[src/rtl/ulut_bank.sv]
// Bank of CHANNELS registered K-input universal gates with shadow/active truth tables.
// Optional macro ULUT_FEEDBACK_EN adds fb_en: per-channel feedback of out_data into input bit 0.

module ulut_lane #(
  parameter int K  = 3,
  parameter int TW = 8
) (
  input  logic          clk,
  input  logic          rst_n,
  input  logic          in_valid,
  input  logic          fb_en,
  input  logic [TW-1:0] tbl,
  input  logic [K-1:0]  idx,
  output logic          out_q
);
  logic [K-1:0] idx_eff;

  always_comb begin
    idx_eff = idx;
    if (fb_en) idx_eff[0] = out_q;
  end

  always_ff @(posedge clk or negedge rst_n) begin
    if (!rst_n)        out_q <= 1'b0;
    else if (in_valid) out_q <= tbl[idx_eff];
  end
endmodule

module ulut_bank #(
  parameter int CHANNELS = 4,
  parameter int K        = 3,
  parameter int SEL_W    = (CHANNELS > 1) ? $clog2(CHANNELS) : 1
) (
  input  logic                  clk,
  input  logic                  rst_n,
  input  logic                  cfg_valid,
  output logic                  cfg_ready,
  input  logic [SEL_W-1:0]      cfg_chan,
  input  logic [(1<<K)-1:0]     cfg_data,
  input  logic                  cfg_commit,
  output logic                  cfg_dirty,
`ifdef ULUT_FEEDBACK_EN
  input  logic [CHANNELS-1:0]   fb_en,
`endif
  input  logic                  in_valid,
  input  logic [CHANNELS*K-1:0] in_data,
  output logic                  out_valid,
  output logic [CHANNELS-1:0]   out_data,
  input  logic [SEL_W-1:0]      mux_sel,
  output logic                  mux_out
);
  localparam int TW     = 1 << K;
  localparam int STAGES = 1;

  typedef enum logic {S_LOAD, S_COMMIT} state_t;

  state_t                      state_q, state_d;
  logic                        rdy_q;
  logic                        cfg_fire;
  logic [CHANNELS-1:0]         chan_hit;
  logic [CHANNELS-1:0][TW-1:0] shadow, active;
  logic [CHANNELS-1:0]         fb_vec;
  logic [STAGES:0]             vld_pipe;

`ifdef ULUT_FEEDBACK_EN
  assign fb_vec = fb_en;
`else
  assign fb_vec = '0;
`endif

  // rdy_q keeps cfg_ready low through reset and the first edge after release
  always_ff @(posedge clk or negedge rst_n) begin
    if (!rst_n) begin
      state_q <= S_LOAD;
      rdy_q   <= 1'b0;
    end else begin
      state_q <= state_d;
      rdy_q   <= 1'b1;
    end
  end

  assign cfg_ready = rdy_q && (state_q == S_LOAD);

  always_comb begin
    state_d  = state_q;
    cfg_fire = 1'b0;
    case (state_q)
      S_LOAD: begin
        cfg_fire = cfg_valid && cfg_ready;
        if (cfg_commit) state_d = S_COMMIT;
      end
      S_COMMIT: state_d = S_LOAD;
      default:  state_d = S_LOAD;
    endcase
  end

  always_comb begin
    chan_hit = '0;
    for (int i = 0; i < CHANNELS; i++) chan_hit[i] = (cfg_chan == SEL_W'(i));
  end

  // Out-of-range channels match no lane, so the write is silently dropped
  always_ff @(posedge clk or negedge rst_n) begin
    if (!rst_n) begin
      shadow    <= '0;
      active    <= '0;
      cfg_dirty <= 1'b0;
    end else begin
      if (cfg_fire) begin
        for (int i = 0; i < CHANNELS; i++)
          if (chan_hit[i]) shadow[i] <= cfg_data;
        if (|chan_hit) cfg_dirty <= 1'b1;
      end
      if (state_q == S_COMMIT) begin
        active    <= shadow;
        cfg_dirty <= 1'b0;
      end
    end
  end

  assign vld_pipe[0] = in_valid;

  always_ff @(posedge clk or negedge rst_n) begin
    if (!rst_n) vld_pipe[STAGES:1] <= '0;
    else        vld_pipe[STAGES:1] <= vld_pipe[STAGES-1:0];
  end

  assign out_valid = vld_pipe[STAGES];

  // Lanes sample active in the COMMIT cycle before it updates: no mixed tables
  for (genvar g = 0; g < CHANNELS; g++) begin : g_lane
    ulut_lane #(.K(K), .TW(TW)) u_lane (
      .clk      (clk),
      .rst_n    (rst_n),
      .in_valid (in_valid),
      .fb_en    (fb_vec[g]),
      .tbl      (active[g]),
      .idx      (in_data[g*K +: K]),
      .out_q    (out_data[g])
    );
  end

  always_comb begin
    mux_out = 1'b0;
    for (int i = 0; i < CHANNELS; i++)
      if (mux_sel == SEL_W'(i)) mux_out = out_data[i];
  end
endmodule

[config.mk]
export PLATFORM = sky130hd
export DESIGN_NAME = ulut_bank
export DESIGN_NICKNAME = d
export VERILOG_FILES = /design/src/rtl/ulut_bank.sv
export SDC_FILE = /design/constraint.sdc
export NUM_CORES = 1
export LEC_CHECK = 0
export ABC_AREA = 1
export BUFFER_PORTS_ARGS = -buffer_cell sky130_fd_sc_hd__buf_2
export CAP_MARGIN = 5
export CELL_PAD_IN_SITES_DETAIL_PLACEMENT = 1
export CELL_PAD_IN_SITES_GLOBAL_PLACEMENT = 1
export CORE_UTILIZATION = 45
export CTS_BUF_LIST = sky130_fd_sc_hd__clkbuf_4
export DETAILED_ROUTE_END_ITERATION = 7
export PLACE_DENSITY = 0.85
export SKIP_LAST_GASP = 1
export SYNTH_ARGS = -nofsm -noshare
export SYNTH_HDL_FRONTEND = slang
export SYNTH_SLANG_ARGS = --single-unit
[constraint.sdc]
create_clock -name clk -period 1.7 [get_ports clk]
set_input_delay 0 -clock clk [delete_from_list [all_inputs] [get_ports clk]]
set_output_delay 0 -clock clk [all_outputs]
set_load 0.01 [all_outputs]
==> results of run 1 <==
-- routing by layer --
metal	track usage (%)	part of all wire [%]
met1	28.1	43
met2	40.2	51
met3	4.81	4.3
met4	9.09	1.4
met5	0	0
-- metrics by stage --
stage | worst slack [ns] | instances | area (sq um) | utilization (%)
3_5_place_dp | 0.328 | 498 | 3410 | 50.2
5_1_grt | 0.147 | 536 | 3760 | 55.4
3_3_place_gp | 0.422 | 498 | 3410 | 50.2
4_1_cts | 0.249 | 536 | 3760 | 55.4
2_1_floorplan | 0.445 | 378 | 3170 | -
6_report | 0.250 | 536 | 3760 | 55.4
-- worst max-delay path: cells and delay by family, from the launching register on --
kind,cells,cell delay (ns)
AO/OA/AOI/OAI,1,0.18
flip-flops,1,0.43
AND/OR/NAND/NOR,3,0.69
-- layout make-up --
type | count | area, sq um | area share [%]
clock buffer | 11 | 82.6 | 2.19
clock inverter | 5 | 47.5 | 1.26
sequential | 72 | 1800 | 47.9
tap | 96 | 120 | 3.19
multi-input combinational | 210 | 971 | 25.8
inverter | 81 | 304 | 8.08
timing repair buffer | 61 | 435 | 11.6
-- state kept, by name, summed over array words and instances, names as in the netlist --
register / flops
out_valid: 1
active: 32
cfg_dirty: 1
rdy_q: 1
state_q: 1
g_lane.u_lane.out_q: 4
shadow: 32
-- worst max-delay path by stage --
| stage | from | end | slack [ns] | cells past startpoint |
|---|---|---|---|---|
| floorplan | state_q$_DFF_PN0_ | shadow[10]$_DFFE_PN0P_ | 0.45 | 5 |
| global placement | state_q$_DFF_PN0_ | shadow[29]$_DFFE_PN0P_ | 0.42 | 4 |
| detailed placement | state_q$_DFF_PN0_ | shadow[15]$_DFFE_PN0P_ | 0.33 | 4 |
| CTS | state_q$_DFF_PN0_ | shadow[27]$_DFFE_PN0P_ | 0.25 | 5 |
| global route | state_q$_DFF_PN0_ | shadow[25]$_DFFE_PN0P_ | 0.15 | 4 |
| finish | state_q$_DFF_PN0_ | shadow[25]$_DFFE_PN0P_ | 0.25 | 4 |
-- cell families (layout without fill, tap and decap cells) --
group / Yosys count / after routing / synth area share, %
and+or+nand+nor: 142 / 142 / 19.8
other: 1 / 1 / 0.118
AOI/OAI and AO/OA: 67 / 67 / 10.7
buffers and inverters: 96 / 158 / 12.4
DFF: 72 / 72 / 56.9
-- report_power, final --
part	leakage [nW]	internal, mW	switching [mW]	total (mW)
clock network	0.0757	0.468	0.576	1.04
logic	0.994	0.286	0.462	0.749
registers	0.879	2.07	0.157	2.23
total	1.95	2.82	1.19	4.02
-- synth_stat cells (2+ instances only) --
cell	number	area share [%]
nor2_1	4	0.47
buf_4	7	1.7
nand2_1	104	12
nand3b_1	2	0.47
dfrtp_1	72	57
nor3_4	3	1.5
buf_2	5	0.79
o21ai_0	66	10
inv_1	81	9.6
nand3_1	26	4.1
clkbuf_1	3	0.36
-- timing repair --
action                                  in CTS  in global routing
endpoints found under the setup margin       0                  0
endpoints found under the hold margin      111                  0
hold buffers                                22                  0
==> impl_metrics.ini, run 1 <==
[power]
p_leak_nw = 1.95
powerDensity_mw_per_mm2 = 1070
p_total_mw = 4.02
ir_drop_mv = 0.578

[timing]
hold_slack_ns = 0.0606
min_period_ns = 1.45
period_share_pct = 85.3
rsz0062_at_grt = false
fin_tns_setup_ns = 0
final-hold-violation-count = 0
slew-limit-headroom_pct = 62.7
setup_viol = 0
slew_viol_final = 0
skew_ns = 0.0141
fmax_mhz = 690
worst_pin_slew_ns = 0.559

[clocking]
clock_latency_ns = 0.42
clock_sinks = 72
clock_path_buffers = 2
post-cts-setup-buffers = 0
clk_pin_slew_worst_paths_ns = 0.11
cts_max_level = 3
root_buffer = clkbuf_4
cts_resized = 0
cts_buffers = 9
tritoncts = yes

[layout]
n_fill_cell = 850
diodes = 0
nets = 464
area_delta_synth_final_pct = 18.9
layout-drive-gt1-share_pct = 13.2
layout_common_cells = nand2_1 (104), inv_1 (81), dfrtp_1 (72)
layout_commonest_cell = nand2_1

[worst_hold_path]
hold_end = g_lane[2].u_lane.out_q$_DFFE_PN0P_
holdPathStages = 6
hp-class = in -> reg
worstHoldStart = in_data[6]

[worst_setup_path]
cpMaxStageDelayCell = dfrtp_1
worstPathArrival_ns = 1.72
crit_type = reg -> reg
crit_required_ns = 1.97
r2r_slack_ns = 0.25
crit_fanout = 16
critPathCaptureType = flip-flop
reg2reg_to = shadow[25]$_DFFE_PN0P_
critical_path.max_stage_delay_ns = 0.43
rr_worst_depth = 4
cp-start-kind = flip-flop
r2r-start = state_q$_DFF_PN0_
path_cells = nor2_4 -> nand2_4 -> nor3_4 -> o21ai_0

[status]
status = completed

[place]
portBuffers = 36
dp_hpwl_mm = 4.97
place.gp.congestion = 0.793

[synth]
netlist_instances = 378
yosys_warnings = 0
synth.cell_area_sq_mm = 0.00317
syn-mean-instance-area_sq_um = 8.37
netlist-cell-type-count = 16
yosysSeqAreaShare_pct = 56.9
synth_nets = 407
synth_edf_count = 0
synthFlopType = dfrtp_1
async_reset_ff_share_pct = 100
ys_ff_latch = 72

[drt]
ant_nets = 0
first_iter_violations = 138
drc = 0
routedWlPerCell_um = 13.8
drt_first_pass_iters = 4
wl_mm = 7.39
viasPerCell = 4.73
vias = 2536

[floorplanning]
dieHeight_um = 85.9
rows = 30
start_util_pct = 46.6
core_area_sq_mm = 0.00679
die_x_um = 85.9
boundaryPins = 37
die_area_sq_mm = 0.00737

[grt]
antenna_found_initial = 0
grt_usage_pct = 23.1
grt_pass1_vias = 2667
grt_overflow = 0
grt_max_degree = 67
grt_pass1_wl_mm = 12.6

[run]
cap_violations = 0
No activity file was read; power rests on OpenSTA's default activity.
==> run 2, diff against run 1 <==
--- a/config.mk
+++ b/config.mk
@@ -14,6 +14,7 @@
 export CTS_BUF_LIST = sky130_fd_sc_hd__clkbuf_4
 export DETAILED_ROUTE_END_ITERATION = 7
 export PLACE_DENSITY = 0.85
+export REMOVE_ABC_BUFFERS = 1
 export SKIP_LAST_GASP = 1
 export SYNTH_ARGS = -nofsm -noshare
 export SYNTH_HDL_FRONTEND = slang
==> run 2 against run 1 <==
  * First-iteration DRC count fell by 8.0%
  * Clock-buffer cell count fell by 1
  * Clock skew fell by 0.0053 ns
  * Sequential share of layout area fell by 0.11 points
  * Global-route usage rose by 0.98 points
  * Final cell count rose by 0.19%
  * Sequential cell count did not move
  * Core utilization rose by 0.13 points
  * Setup slack improved by 0.028 ns
  * Critical path depth rose by 3
  * Clock power barely moved
  * Highest routed layer unchanged
  * Largest power group unchanged
==> impl_metrics.ini, run 2 (synthesis gave the netlist of run 1 again) <==
[timing]
setup_viol = 0
min_period_ns = 1.42
rsz0062_at_grt = false
finalWorstSetupSlack_ns = 0.278
worst_pin_slew_ns = 0.576
slew-limit-headroom_pct = 61.6
fmax_mhz = 703
skew_ns = 0.00887
hold_slack_ns = 0.0543
slew_viol_final = 0
fin_tns_setup_ns = 0
final-hold-violation-count = 0
period_share_pct = 83.7

[floorplanning]
dieHeight_um = 85.9
boundaryPins = 37
rows = 30
die_x_um = 85.9
die_area_sq_mm = 0.00737
core_area_sq_mm = 0.00679
start_util_pct = 46.6

[clocking]
clock_sinks = 72
root_buffer = clkbuf_4
tritoncts = yes
cts_resized = 0
cts_buffers = 9
clock_path_buffers = 2
clk_pin_slew_worst_paths_ns = 0.11
clock_latency_ns = 0.42
cts_max_level = 3

[worst_hold_path]
hold_end = g_lane[3].u_lane.out_q$_DFFE_PN0P_
holdPathStages = 5
worstHoldStart = in_data[10]
hp-class = in -> reg

[worst_setup_path]
crit_fanout = 2
critPathCaptureType = flip-flop
path_cells = inv_1 -> nand2_1 -> nand3_1 -> nand3_1 -> dlygate4sd3_1 -> nand3_1 -> nand2_1
crit_type = reg -> reg
cpMaxStageDelayCell = dlygate4sd3_1
r2r-start = active[12]$_DFFE_PN0P_
rr_worst_depth = 7
reg2reg_to = g_lane[1].u_lane.out_q$_DFFE_PN0P_
r2r_slack_ns = 0.28
crit_required_ns = 2.02
path_depth = 7
startpoint = active[12]$_DFFE_PN0P_
worstPathArrival_ns = 1.75
critPathMostFrequentCell = nand3_1
cpLargestDelayFamily = buffers and inverters
path_buf_inv = 2
cp-start-kind = flip-flop
critical_path.max_stage_delay_ns = 0.55

[drt]
wl_mm = 7.85
routedWlPerCell_um = 14.6
ant_nets = 0
drt_first_pass_iters = 4
viasPerCell = 4.81
vias = 2584
first_iter_violations = 127
drc = 0

[power]
ir_drop_mv = 0.520
powerDensity_mw_per_mm2 = 1070
p_leak_nw = 1.96

[layout]
final_util_pct = 55.5
n_fill_cell = 837
nets = 466
layout_commonest_cell = nand2_1
layout-drive-gt1-share_pct = 13.6
layout.cells.non_filler = 537
diodes = 0
layout_common_cells = nand2_1 (104), inv_1 (81), dfrtp_1 (72)
reg.largest.list = active x32, shadow x32, g_lane.u_lane.out_q x4
area_delta_synth_final_pct = 19.1

[place]
portBuffers = 36
place.gp.congestion = 0.814
dp_slack_ns = 0.320
dp_hpwl_mm = 5.21
dp.cells = 500

[grt]
grt_max_degree = 67
grt_pass1_wl_mm = 13.1
grt_overflow = 0
antenna_found_initial = 0
grt_usage_pct = 24.1
grt_pass1_vias = 2770

[run]
cap_violations = 0

[status]
status = completed
[run 2: cell count changes in the layout (fill, tap and decap cells not counted), sizes merged]
cell,delta
clkbuf,-1
buf,+2
[run 2: layout make-up]
cell class	instances	area, sq um	area share, %
Tap cell	96	120	3.19
Clock inverter	5	48.8	1.29
Multi-Input combinational cell	210	971	25.7
Inverter	81	304	8.06
Timing Repair Buffer	63	450	11.9
Sequential cell	72	1800	47.8
Clock buffer	10	75.1	1.99
[run 2: per-stage QoR]
stage / total power [mW] / cell area [sq um]
2_1_floorplan: 2.66 / 3080
3_3_place_gp: 2.90 / 3430
3_5_place_dp: 2.98 / 3430
4_1_cts: 4.05 / 3770
5_1_grt: 4.30 / 3770
6_report: 4.04 / 3770
[run 2: power breakdown]
| part | internal [mW] | switching (mW) | leakage [nW] |
|---|---|---|---|
| sequential | 2.07 | 0.172 | 0.879 |
| combinational | 0.289 | 0.473 | 1.00 |
| clock | 0.446 | 0.586 | 0.0734 |
| total | 2.80 | 1.23 | 1.96 |
[run 2: timing repair]
action                                 in CTS  in global routing
buffers inserted                            0                  0
endpoints found under the hold margin      67                  0
hold buffers                               22                  0
[run 2: metal layers]
metal  up-vias  global-route usage (%)  share of wire (%)
met5         -                       0                  0
met3        16                    4.23                4.1
met4         0                    10.9                2.5
li1       1266                       -                  -
met2        59                    41.3                 51
met1      1243                    29.7                 43
[run 2: worst reg2reg max path, delay by kind of cell, from the launching register on]
kind | cells | cell delay, ns
buf+inv | 2 | 0.63
flops | 1 | 0.39
simple gates | 5 | 0.31
[run 2: worst max path at each step]
stage	endpoint	slack, ns
final	g_lane[1].u_lane.out_q$_DFFE_PN0P_	0.28
after detailed placement	shadow[26]$_DFFE_PN0P_	0.32
after global routing	g_lane[1].u_lane.out_q$_DFFE_PN0P_	0.16
after CTS	g_lane[1].u_lane.out_q$_DFFE_PN0P_	0.27
after floorplan	shadow[0]$_DFFE_PN0P_	-0.20
after global placement	shadow[27]$_DFFE_PN0P_	0.43
